### config.mk
export PLATFORM = sky130hd
export DESIGN_NAME = ntt_seq_ctrl
export DESIGN_NICKNAME = d
export VERILOG_FILES = /design/src/rtl/ntt_seq_ctrl.sv
export SDC_FILE = /design/constraint.sdc
export NUM_CORES = 1
export LEC_CHECK = 0
export BUFFER_PORTS_ARGS = -buffer_cell sky130_fd_sc_hd__buf_2
export CAP_MARGIN = 15
export CORE_MARGIN = 2
export CORE_UTILIZATION = 42
export CTS_BUF_LIST = sky130_fd_sc_hd__clkbuf_8
export DETAILED_ROUTE_END_ITERATION = 8
export GPL_TIMING_DRIVEN = 0
export SLEW_MARGIN = 20
export SYNTH_ARGS = -nofsm -noshare
export SYNTH_HDL_FRONTEND = slang
export SYNTH_SLANG_ARGS = --single-unit
### constraint.sdc
create_clock -name clk -period 52.3 [get_ports clk]
set_input_delay 2.615 -clock clk [delete_from_list [all_inputs] [get_ports clk]]
set_output_delay 2.615 -clock clk [all_outputs]
set_load 0.02 [all_outputs]
### src/rtl/ntt_seq_ctrl.sv
// ntt_seq_ctrl: sequential 16-point number-theoretic transform with one modular MAC per cycle.
// Define NTT_PERF_CNT_EN to add the perf_cnt port, which counts busy cycles.
module ntt_seq_ctrl #(
  parameter int N  = 16,
  parameter int DW = 8
) (
  input  logic          clk,
  input  logic          rst_n,
  input  logic          start,
  input  logic [DW-1:0] q,
  input  logic [3:0]    w,
  input  logic          in_valid,
  output logic          in_ready,
  input  logic [DW-1:0] in_data,
  output logic          out_valid,
  input  logic          out_ready,
  output logic [DW-1:0] out_data,
  output logic          out_last,
  output logic          busy,
  output logic          done
`ifdef NTT_PERF_CNT_EN
  ,
  output logic [15:0]   perf_cnt
`endif
);

  localparam int IW = $clog2(N);
  localparam int PW = 2 * DW;
  localparam int SW = 2 * DW + 1;
  localparam logic [IW-1:0] LAST = IW'(N - 1);

  typedef enum logic [1:0] {IDLE, LOAD, COMPUTE, OUTPUT} state_t;

  state_t        state;
  logic [DW-1:0] q_reg;
  logic [3:0]    w_reg;
  logic [IW-1:0] ld_idx;
  logic [IW-1:0] i_idx;
  logic [IW-1:0] j_idx;
  logic [IW-1:0] k_idx;
  logic [IW-1:0] k_nxt;
  logic [DW-1:0] acc;
  logic [DW-1:0] step;
  logic [DW-1:0] tw;
  logic [DW-1:0] a_mem [N];
  logic [DW-1:0] x_mem [N];

  logic [DW-1:0] q_div;
  logic [DW-1:0] a_cur;
  logic [PW-1:0] prod;
  logic [SW-1:0] sum;
  logic [DW-1:0] acc_next;
  logic [DW-1:0] tw_next;
  logic [DW-1:0] step_next;
  logic          in_fire;
  logic          out_fire;
  logic          accept;

  assign in_fire  = in_valid & in_ready;
  assign out_fire = out_valid & out_ready;
  assign accept   = (state == IDLE) & start & ~done;
  assign k_nxt    = k_idx + 1'b1;

  // A modulus of 0 reduces by 1 instead, which yields the all-zero result q=1 produces naturally.
  always_comb begin
    q_div     = (q_reg == '0) ? DW'(1) : q_reg;
    a_cur     = a_mem[j_idx];
    prod      = PW'(a_cur) * PW'(tw);
    sum       = SW'(acc) + SW'(prod);
    acc_next  = '0;
    tw_next   = '0;
    if (j_idx == '0) begin
      acc_next = DW'(a_cur % q_div);
      tw_next  = step;
    end else begin
      acc_next = DW'(sum % SW'(q_div));
      tw_next  = DW'((PW'(tw) * PW'(step)) % PW'(q_div));
    end
    step_next = DW'((PW'(step) * PW'(w_reg)) % PW'(q_div));
  end

  always_ff @(posedge clk or negedge rst_n) begin
    if (!rst_n) begin
      state     <= IDLE;
      q_reg     <= '0;
      w_reg     <= '0;
      ld_idx    <= '0;
      i_idx     <= '0;
      j_idx     <= '0;
      k_idx     <= '0;
      acc       <= '0;
      step      <= '0;
      tw        <= '0;
      in_ready  <= 1'b0;
      out_valid <= 1'b0;
      out_data  <= '0;
      out_last  <= 1'b0;
      busy      <= 1'b0;
      done      <= 1'b0;
    end else begin
      done <= 1'b0;
      case (state)
        IDLE: begin
          if (accept) begin
            q_reg    <= q;
            w_reg    <= w;
            ld_idx   <= '0;
            in_ready <= 1'b1;
            busy     <= 1'b1;
            state    <= LOAD;
          end
        end
        LOAD: begin
          if (in_fire) begin
            ld_idx <= ld_idx + 1'b1;
            if (ld_idx == LAST) begin
              in_ready <= 1'b0;
              i_idx    <= '0;
              j_idx    <= '0;
              acc      <= '0;
              tw       <= '0;
              step     <= DW'(1);
              state    <= COMPUTE;
            end
          end
        end
        COMPUTE: begin
          acc   <= acc_next;
          tw    <= tw_next;
          j_idx <= j_idx + 1'b1;
          if (j_idx == LAST) begin
            step  <= step_next;
            i_idx <= i_idx + 1'b1;
            if (i_idx == LAST) begin
              k_idx     <= '0;
              out_valid <= 1'b1;
              out_data  <= x_mem[0];
              out_last  <= 1'b0;
              state     <= OUTPUT;
            end
          end
        end
        OUTPUT: begin
          if (out_fire) begin
            if (k_idx == LAST) begin
              k_idx     <= '0;
              out_valid <= 1'b0;
              out_data  <= '0;
              out_last  <= 1'b0;
              busy      <= 1'b0;
              done      <= 1'b1;
              state     <= IDLE;
            end else begin
              k_idx    <= k_nxt;
              out_data <= x_mem[k_nxt];
              out_last <= (k_nxt == LAST);
            end
          end
        end
        default: state <= IDLE;
      endcase
    end
  end

  // Coefficient and result buffers carry no reset; a restarted transform overwrites every entry.
  always_ff @(posedge clk) begin
    if ((state == LOAD) && in_fire) begin
      a_mem[ld_idx] <= in_data;
    end
    if ((state == COMPUTE) && (j_idx == LAST)) begin
      x_mem[i_idx] <= acc_next;
    end
  end

`ifdef NTT_PERF_CNT_EN
  always_ff @(posedge clk or negedge rst_n) begin
    if (!rst_n) begin
      perf_cnt <= '0;
    end else if (state == IDLE) begin
      if (accept) begin
        perf_cnt <= '0;
      end
    end else if (perf_cnt != 16'hFFFF) begin
      perf_cnt <= perf_cnt + 1'b1;
    end
  end
`endif

endmodule

==> results.ini <==
[outcome]
outcome=completed

[cts]
hold_buffers=0
clockBufferDepth=3
cts_max_level=2
numCtsBuffers=52
cts_setup_buffers=0
clkLatencyLatePin_ns=0.66
cts_root_buf=clkbuf_8
cts_resized=0
clkTransAtPathRegs_ns=0.06
cts_tree=built
clock_sinks=323

[global_route]
grt_usage=0.212
grt_max_degree=52
grt_pass1_wl_um=149000
grt-ovfl-total=0
antenna_found_initial=2
grt_pass1_vias=27978

[timing]
slew_headroom=0.300
finalHoldViolCount=0
fin_crit_ns=47.92
slew_viol_final=0
fmax_ghz=0.0209
finalSetupViolations=0
fin_setup_tns_ns=0
worst_pin_slew_ns=1.04
rsz0062_at_grt=no
min_period_over_period=0.916
finClkSkew_ns=0.0409

[finish]
fillers=8022
reg.largest.list=a_mem (128), x_mem (128)
diodes=0
nets=4422
drive_above_1_share=0.0938
multi_input_area_um2=24600
design_area_um2=37900
final_util=0.455
ff_latch_area_um2=9360
syn_to_final_growth_pct=7.68

[die]
io_pins=38
rows=106
die_area_um2=86100
fp.dieH_um=293
coreArea_um2=83300
die_w_um=293
start_util=0.423

[critical_path]
crit_path_frequent_cell=o21a_1
critPathCaptureType=register
slowest_delay_ns=0.77
critPathBufInv=18
worstPathMaxFanout=16
critPathRequiredTime_ns=52.57
critPathTopFamily=compound AO/OA/AOI/OAI gates
cp_slowest_cell=a2111oi_1
path_class=reg -> reg
worstPathArrival_ns=48.18
worst_setup_path_start_kind=register

[place]
finalWeightedCongestion=0.853
place_area_um2=36900
port_buffers=37
hpwl_um=71000

[synth]
seq_area_frac_synth=0.266
synth_edf_count=256
ys_async_sr_fraction=0.207
synth_area_um2=35200
synth_common_cells=ha_1, nand2_1, nor2_1
netlist.area_leader.share=0.218
synth_cell_types=108
synth_area_per_cell_um2=9.31
ys_warn_count=0
synth_seq_cells=323
yosys.area.top_type=edfxtp_1
synth_area_leaders=edfxtp_1, ha_1, fa_1, dfrtp_1, mux4_2
ys.flop_type=edfxtp_1
synth.most_common_cell=ha_1
synthCells=3781

[route]
postRouteAntennaNets=0
totalWireLength_um=91600
met3_wirelength_um=4770
wl_per_cell_um=18.3
dr_wl_met2_um=40900
first_pass_iters=5
via_per_inst=5.78
drc=0
topRoutingLayerUsed=met5
drtIter0Drc=1785
vias=28938
drt-met1-wl_um=44600

[hold_path]
hold_path.class=reg -> reg

[flow_run]
drv_cap=0

tightest hold or removal path, cell delays in order, from the launching register on:
cell and delay [ns]:
dfrtp_1 0.34, nand2_1 0.05, o21ai_0 0.06
cell usage in the layout (no fill, tap or decap), types with 19 or more instances in the layout:
master / count
a211oi_1: 28
a21o_1: 72
a21oi_1: 163
and2_1: 135
and3_1: 22
buf_2: 44
clkbuf_1: 86
clkbuf_8: 54
dfrtp_1: 67
edfxtp_1: 256
fa_1: 95
ha_1: 420
inv_1: 225
mux2_2: 84
mux2i_1: 43
mux4_2: 71
nand2_1: 354
nand2b_1: 40
nand3_1: 79
nand3b_1: 19
nand4_1: 32
nor2_1: 273
nor2b_1: 37
nor3_1: 203
o211ai_1: 43
o21a_1: 187
o21ai_0: 175
o31ai_1: 52
or2_2: 29
or3_1: 33
xnor2_1: 74
xor2_1: 45
path summary, 6_finish.rpt:
| kind | from | to | slack (ns) | depth (start not counted) |
|---|---|---|---|---|
| worst max-delay path | j_idx[0] | x_mem[11][0] | 4.38 | 180 |
| worst min-delay path | out_data[4] | out_data[4] | 0.48 | 2 |
| worst max register to register | j_idx[0] | x_mem[11][0] | 4.38 | 180 |
| worst min register to register | out_data[4] | out_data[4] | 0.48 | 2 |
| max in group asynchronous | rst_n | q_reg[5] | 49.86 | 2 |
| min in group asynchronous | rst_n | k_idx[1] | 1.86 | 1 |
metrics by stage:
stage | cells | hold slack [ns] | setup slack, ns
floorplan | 3784 | 0.456 | 11.28
global placement | 4901 | 0.478 | 3.40
detailed placement | 4908 | 0.471 | 4.52
CTS | 5005 | 0.483 | 4.34
global route | 5005 | 0.501 | 0.245
finish | 5005 | 0.481 | 4.38
metal layers:
metal  global-route usage  vias up
met3               0.0290       94
met4               0.0411        2
met1                0.305    13837
met5                    0        -
li1                     -    14368
met2                0.341      637
layout make-up:
class                   count  share of cell area
plain buffers             107              0.0115
clock buffers              54              0.0196
clock inverters            43             0.00565
inverters                 219              0.0220
multi-input cells        3135               0.650
flip-flops and latches    323               0.247
well taps                1080              0.0357
repair buffers             44             0.00882
logic make-up after synthesis:
kind of cell / synth area share
multiplexers: 0.0869
flip-flops: 0.266
AND/OR/NAND/NOR: 0.187
AO/OA/AOI/OAI: 0.190
other: 0.000107
adder cells (fa/ha/maj): 0.205
buffers and inverters: 0.0357
XOR/XNOR: 0.0296
Power is left out: the tool's default activity adds up to more than one toggle a clock period on the data nets, which glitch-free logic cannot reach.
